**src/rtl/ch_frame_sequencer.sv**
```systemverilog
// Serialises a snapshot of 8 x 16-bit channels into a tagged valid/ready word stream.
// Optional CH_SEQ_HEADER_EN prepends a {8'hA5, frame_cnt} header word to every frame.
module ch_frame_sequencer #(
    parameter int NCH_MAX = 8,
    parameter int DW      = 16
) (
    input  logic                  clk,
    input  logic                  rst_n,
    input  logic                  enable,
    input  logic [3:0]            numch,
    input  logic                  strobe,
    input  logic [NCH_MAX*DW-1:0] d_in,
    output logic [DW-1:0]         d_out,
    output logic [NCH_MAX-1:0]    ch_onehot,
    output logic                  d_valid,
    input  logic                  d_ready,
    output logic                  d_first,
    output logic                  d_last,
    output logic                  busy,
    output logic                  overrun,
    input  logic                  clr_overrun
);

    localparam int          IW       = $clog2(NCH_MAX);
    localparam logic [3:0]  NCH_MAX4 = 4'(NCH_MAX);
    localparam logic [NCH_MAX-1:0] OH0 = {{(NCH_MAX-1){1'b0}}, 1'b1};

    typedef enum logic [1:0] {
        S_IDLE,
        S_SEND
`ifdef CH_SEQ_HEADER_EN
        , S_HDR
`endif
    } state_t;

    state_t                state_q;
    logic [NCH_MAX*DW-1:0] snap_q;
    logic [3:0]            nch_l_q;
    logic [IW-1:0]         idx_q;
    logic [DW-1:0]         d_out_q;
    logic [NCH_MAX-1:0]    ch_onehot_q;
    logic                  d_valid_q, d_first_q, d_last_q, busy_q, overrun_q;
`ifdef CH_SEQ_HEADER_EN
    logic [7:0]            frame_cnt_q;
`endif

    logic [3:0]    nch_w;
    logic          cap_ok, xfer, last_xfer, start;
    logic [IW-1:0] idx_n;

    always_comb begin
        nch_w     = (numch > NCH_MAX4) ? NCH_MAX4 : numch;
        cap_ok    = strobe && enable && (nch_w != 4'd0);
        xfer      = d_valid_q && d_ready;
        last_xfer = (state_q == S_SEND) && xfer && (4'(idx_q) == nch_l_q - 4'd1);
        // A frame ending this cycle frees the sequencer for an immediate back-to-back capture.
        start     = cap_ok && ((state_q == S_IDLE) || last_xfer);
        idx_n     = idx_q + 1'b1;
    end

    always_ff @(posedge clk) begin
        if (!rst_n) begin
            state_q     <= S_IDLE;
            snap_q      <= '0;
            nch_l_q     <= '0;
            idx_q       <= '0;
            d_out_q     <= '0;
            ch_onehot_q <= '0;
            d_valid_q   <= 1'b0;
            d_first_q   <= 1'b0;
            d_last_q    <= 1'b0;
            busy_q      <= 1'b0;
            overrun_q   <= 1'b0;
`ifdef CH_SEQ_HEADER_EN
            frame_cnt_q <= '0;
`endif
        end else begin
            if (clr_overrun)
                overrun_q <= 1'b0;
            if (cap_ok && (state_q != S_IDLE) && !last_xfer)
                overrun_q <= 1'b1;

            if (start) begin
                snap_q    <= d_in;
                nch_l_q   <= nch_w;
                idx_q     <= '0;
                busy_q    <= 1'b1;
                d_valid_q <= 1'b1;
                d_first_q <= 1'b1;
`ifdef CH_SEQ_HEADER_EN
                state_q     <= S_HDR;
                d_out_q     <= {8'hA5, frame_cnt_q};
                ch_onehot_q <= '0;
                d_last_q    <= 1'b0;
`else
                state_q     <= S_SEND;
                d_out_q     <= d_in[DW-1:0];
                ch_onehot_q <= OH0;
                d_last_q    <= (nch_w == 4'd1);
`endif
            end else if (last_xfer) begin
                state_q     <= S_IDLE;
                busy_q      <= 1'b0;
                d_valid_q   <= 1'b0;
                d_first_q   <= 1'b0;
                d_last_q    <= 1'b0;
                d_out_q     <= '0;
                ch_onehot_q <= '0;
            end else if (xfer) begin
                case (state_q)
                    S_SEND: begin
                        idx_q       <= idx_n;
                        d_out_q     <= snap_q[DW*idx_n +: DW];
                        ch_onehot_q <= OH0 << idx_n;
                        d_first_q   <= 1'b0;
                        d_last_q    <= (4'(idx_n) == nch_l_q - 4'd1);
                    end
`ifdef CH_SEQ_HEADER_EN
                    S_HDR: begin
                        state_q     <= S_SEND;
                        frame_cnt_q <= frame_cnt_q + 8'd1;
                        d_out_q     <= snap_q[DW-1:0];
                        ch_onehot_q <= OH0;
                        d_first_q   <= 1'b0;
                        d_last_q    <= (nch_l_q == 4'd1);
                    end
`endif
                    default: ;
                endcase
            end
        end
    end

    assign d_out     = d_out_q;
    assign ch_onehot = ch_onehot_q;
    assign d_valid   = d_valid_q;
    assign d_first   = d_first_q;
    assign d_last    = d_last_q;
    assign busy      = busy_q;
    assign overrun   = overrun_q;

endmodule

```
**config.mk**
```make
export PLATFORM = sky130hd
export DESIGN_NAME = ch_frame_sequencer
export DESIGN_NICKNAME = d
export VERILOG_FILES = /design/src/rtl/ch_frame_sequencer.sv
export SDC_FILE = /design/constraint.sdc
export NUM_CORES = 1
export LEC_CHECK = 0
export CORE_MARGIN = 8
export CORE_UTILIZATION = 43
export CTS_BUF_LIST = sky130_fd_sc_hd__clkbuf_16
export DETAILED_ROUTE_END_ITERATION = 8
export GPL_ROUTABILITY_DRIVEN = 0
export PLACE_DENSITY_LB_ADDON = 0.25
export SETUP_SLACK_MARGIN = 0.02
export SLEW_MARGIN = 15
export SYNTH_ARGS = -nofsm -noshare
export SYNTH_HDL_FRONTEND = slang
export SYNTH_SLANG_ARGS = --single-unit
export TNS_END_PERCENT = 100
```
**constraint.sdc**
```tcl
create_clock -name clk -period 3.6 [get_ports clk]
set_input_delay 0.54 -clock clk [delete_from_list [all_inputs] [get_ports clk]]
set_output_delay 0.54 -clock clk [all_outputs]
set_load 0.01 [all_outputs]
```
# --- Yosys cells after proc, flatten, opt, wreduce, memory -nomap -nowiden ---
# Cells that the tools add are included.
classes:
  n_addsub: 2
  multipliers: 0
  n_div: 0
  magnitude_cmp: 1
  n_eq_ne: 3
  shifts: 2
  muxes: 23
  bitwise_logic: 2
  n_reduce_logical: 21
ops:
  columns: ["cell", "count"]
  rows:
  - ["128-bit by 8-bit variable part select with 16-bit output", 1]
  - ["16-bit two-way mux", 4]
  - ["1-bit two-way mux", 18]
  - ["3-bit by 4-bit == test with 1-bit output", 2]
  - ["1-bit logical AND", 8]
  - ["1-bit by 3-bit left shift with 8-bit output, first input constant", 1]
  - ["3-bit nonzero test", 2]
  - ["4-bit by 1-bit == test with 1-bit output, second input constant", 1]
  - ["4-bit > comparator, second input constant", 1]
  - ["4-bit two-way mux", 1]
  - ["2-bit AND reduction", 2]
  - ["2-bit nonzero test", 2]
  - ["4-bit nonzero test", 1]
  - ["4-bit by 1-bit subtractor with 4-bit output, second input constant", 1]
  - ["3-bit by 1-bit adder with 3-bit output, second input constant", 1]
  - ["3-bit AND reduction", 1]
  - ["3-bit OR reduction", 1]
  - ["2-bit logical NOT", 1]
  - ["1-bit inverter", 2]
  - ["2-bit OR reduction", 1]
  - ["1-bit logical NOT", 1]
  - ["1-bit logical OR", 1]
word_totals:
  ff_bits: 164
  latch_bits: 0
  mem_bits_rw: 0
  rom_bits: 0
  output_inout_bits: 29
  elab_cells: 65
  n_memories: 0

# --- Depth between registers and ports, before layout ---
logic_depth:
  depth_word: 7
  ltp_mapped: 12

# --- Worst setup path after synthesis ---
# No wires, ideal clock.
synth_timing:
  path_type: "register to register"
  startpoint: "register idx_q[0]"
  endpoint: "register d_out_q[10], in the netlist d_out[10]"
  arrival_ps: 2930
  t_required_ps: 3481
  path_slack_ps: 551
  path_stages_with_launch: 13
  period_less_slack_ps: 3049
  path_cell_list: "dfxtp_1 buf_4 buf_1 buf_2 inv_1 ha_1 buf_2 buf_1 mux4_2 nand2_1 nand2_1 a21oi_1 a21oi_1"
synth_via:
  elab_chain_cells: 6
  elab_cells_between_ends: 13
synth_rtl:
  columns: ["element", "line_no", "rtl"]
  rows:
  - ["start: declaration", "39", "logic [IW-1:0] idx_q;"]
  - ["start signal: assignment", "112", "idx_q <= idx_n;"]
  - ["3-bit by 1-bit adder with 3-bit output", "58", "idx_n = idx_q + 1'b1;"]
  - ["via idx_n[0]", "49", "logic [IW-1:0] idx_n;"]
  - ["128-bit by 8-bit variable part select with 16-bit output", "113", "d_out_q <= snap_q[DW*idx_n +: DW];"]
  - ["16-bit two-way mux", "110", "case (state_q)"]
  - ["16-bit two-way mux", "109", "end else if (xfer) begin"]
  - ["16-bit two-way mux", "101", "end else if (last_xfer) begin"]
  - ["16-bit two-way mux", "83", "if (start) begin"]
  - ["end signal: assignment", "97", "d_out_q <= d_in[DW-1:0];"]
  - ["end signal: assignment", "113", null]
  - ["end: declaration", "40", "logic [DW-1:0] d_out_q;"]
# The timed path passes the listed nets, and every way through them passes these cells. The select of a mux whose other input is x is not followed.
# A chain may end at the register's enable or synchronous reset.

# --- Final worst setup path ---
layout_timing:
  startpoint: "register idx_q[1]"
  endpoint: "register d_out_q[4], in the netlist d_out[4]"
# Same word-level chain as after synthesis.

==> results.toml <==
[floorplanning]
num_rows = 48
die_x_um = 148.7
die-height_um = 148.7
pin_count = 167
start_util = 0.4393
coreArea_um2 = 17240
die-area_um2 = 22110

[drt]
drc = 0
drtIter0Drc = 629
wl_mm = 22.92
first_pass_iters = 5
via_per_inst = 5.688
wl_per_cell_um = 18.99
num_vias = 6866
detail-route-antenna-nets = 0

[clocking]
clock-sinks = 163
post_cts_buffers = 0
cts.clk_slew.worst_paths_ns = 0.06
cts_tree = "built"
h-tree-depth = 4
clock_latency_ns = 0.43
cts_resized = 0
cts_buffers = 17
root_buffer = "clkbuf_16"
cts_max_path_buffers = 2
hold_buffers = 0

[worst_setup_path]
rr_startpoint = "idx_q[1]"
cp.arrival_ns = 3.00
crit_path_max_incr_delay_ns = 0.68
end_kind = "flip-flop"
path_cells = "inv_1 -> ha_2 -> buf_12 -> mux4_2 -> nand2_1 -> nand2_1 -> a21oi_1 -> a21oi_1"
r2r_end = "d_out[4]"
crit_fanout = 22
crit_path_start = "idx_q[1]"
path_class = "reg -> reg"
cp.required_ns = 3.92
reg2regPathDepth = 8
reg2reg_slack_ns = 0.92
crit_slowest_cell = "ha_2"
worstSetupStartpointType = "flip-flop"

[logic_synthesis]
synth_cell_types = 38
syn_nets = 1007
syn_area_per_cell_um2 = 8.774
synth_top_area_cell = "dfxtp_1"
ys_async_sr_fraction = 0
syn_inst = 863
synth_warnings = 0
synth-seq-area-share = 0.4309
synth-edff-count = 0
ys_ff_latch = 163
synth_top_area_share = 0.4309
synth_area_um2 = 7572
ys_top_cells_by_area = "dfxtp_1, o211ai_1, mux4_2"
synth_ff_type = "dfxtp_1"
synth_most_common_cell = "nand2_1"
synthTopCellsByCount = "nand2_1, dfxtp_1, o21ai_0"

[placed_design]
numPortBuffers = 166
dp_hpwl_mm = 15.65
pre_cts_slack_ns = 0.7830

[sta]
finalCritPeriodShare = 0.7447
hold_slack_ns = 0.4506
hold_viol = 0
worstMarginPinSlew_ns = 1.041
fmax_mhz = 373.0
skew_ns = 0.008459
layout_setup_ws_ns = 0.9191
rsz0062_at_grt = "false"
setup-tns-final_ns = 0
slew-limit-headroom = 0.3025
setup_violations = 0
final_max_slew_viol_count = 0
min_period_ns = 2.681

[cells_and_area]
area_delta_synth_final_pct = 29.81
final_layout_size_suffix_gt1_frac = 0.07943
final_nets = 1116
antenna_cells = 0

[grt]
grt_pass1_wl_mm = 36.22
grt_use_total = 0.2063
gr-total-overflow = 0
grt_pass1_vias = 6706
antenna_found_initial = 0
grt_max_degree = 109

[power]
p_comb_frac = 0.150
ir_drop_uv = 380.2
leakage_nw = 3.470
p_per_area_nw_per_um2 = 424.7
p_seq_frac = 0.467
switchingPower_mw = 1.054
p_clk_frac = 0.383
cell_internal_pwr_mw = 3.121
switching_share = 0.2524

[hold_path]
worst_hold_path.endpoint = "ch_onehot[4]"
hold_path_depth = 2
min_from = "ch_onehot[4]"
hold_path.class = "reg -> reg"

[status]
status = "completed"

[job]
drv_cap = 0
==> state kept, by name, indices dropped and copies added (netlist names), 3 cells and up <==
| name | count |
|---|---|
| d_out | 16 |
| snap_q | 128 |
| idx_q | 3 |
| ch_onehot | 8 |
| nch_l_q | 4 |
==> power by group through the flow <==
stage                     Sequential (mW)  Combinational, mW  Clock (mW)
after detailed placement             1.99              0.622           0
after CTS                            1.95              0.626        1.63
final                                1.95              0.625        1.60
after global placement               1.99              0.619           0
after global routing                 1.96              0.677        1.72
after floorplan                      1.98              0.323           0
==> cell type report <==
class	instances	area [um^2]
fill	1533	7407
multi-input combinational	603	3889
sequential	163	3264
timing repair buffer	182	1871
clock buffer	17	425.4
tap	225	281.5
clock inverter	12	80.08
inverter	5	18.77
==> metal layers <==
metal / global-route usage / up-vias / part of all wire
met3: 0.05561 / 35 / 0.072
met5: 0 / - / 0
met1: 0.2698 / 3267 / 0.44
met4: 0.07496 / 0 / 0.022
met2: 0.3207 / 233 / 0.47
li1: - / 3331 / -
==> worst max path at each step <==
stage | to
after floorplan | d_out[10]
after global placement | snap_q[8]
after detailed placement | snap_q[13]
after CTS | d_out[4]
after global routing | d_out[4]
final | d_out[4]
==> cell usage in the layout (no fill, tap or decap), types with 2 or more instances in the layout <==
| cell | synthesis | final |
|---|---|---|
| clkdlybuf4s50_1 | 0 | 165 |
| and2_1 | 2 | 2 |
| o21ai_0 | 124 | 124 |
| ha_1 | 6 | 5 |
| mux4_2 | 32 | 32 |
| clkinvlp_4 | 0 | 2 |
| buf_4 | 13 | 9 |
| a21boi_0 | 17 | 17 |
| inv_1 | 5 | 9 |
| mux2i_1 | 3 | 3 |
| xor2_1 | 4 | 4 |
| nor2_1 | 6 | 6 |
| nand4_1 | 3 | 3 |
| a31oi_1 | 2 | 2 |
| buf_12 | 0 | 7 |
| o21ai_1 | 26 | 26 |
| clkinv_1 | 0 | 4 |
| nor3_1 | 2 | 2 |
| xnor2_1 | 7 | 6 |
| nand3_1 | 23 | 23 |
| nand2_1 | 175 | 175 |
| clkbuf_16 | 0 | 17 |
| dfxtp_1 | 163 | 162 |
| a21oi_1 | 41 | 41 |
| o211ai_1 | 115 | 115 |
| nand3b_1 | 3 | 3 |
==> per-stage QoR <==
step	total power, mW	util	cell area, um^2	std cells
global route	4.353	0.5703	9829	1207
finish	4.175	0.5703	9829	1207
global placement	2.607	0.5409	9324	1178
detailed placement	2.611	0.5409	9324	1178
CTS	4.208	0.5703	9829	1207
floorplan	2.301	-	7572	863
==> worst max-delay path: cells and delay by family, from the launching register on <==
| family | cells | cell delay (ns) |
|---|---|---|
| flops | 1 | 0.45 |
| buf+inv | 2 | 0.37 |
| fa+ha+maj | 1 | 0.68 |
| simple gates | 2 | 0.22 |
| compound gates | 2 | 0.24 |
| mux | 1 | 0.58 |
==> logic make-up (layout without fill, tap and decap cells) <==
kind of cell               count (synthesis)  in the layout  share of synthesized area
muxes                                     35             35                    0.09914
adders and majority gates                  6              6                   0.009914
xor gates and xnor gates                  12             12                    0.01570
and+or+nand+nor                          219            219                     0.1181
DFF                                      163            163                     0.4309
buffers and inverters                     97            216                    0.05783
AOI/OAI and AO/OA                        331            331                     0.2683
No activity file was read; power rests on OpenSTA's default activity.
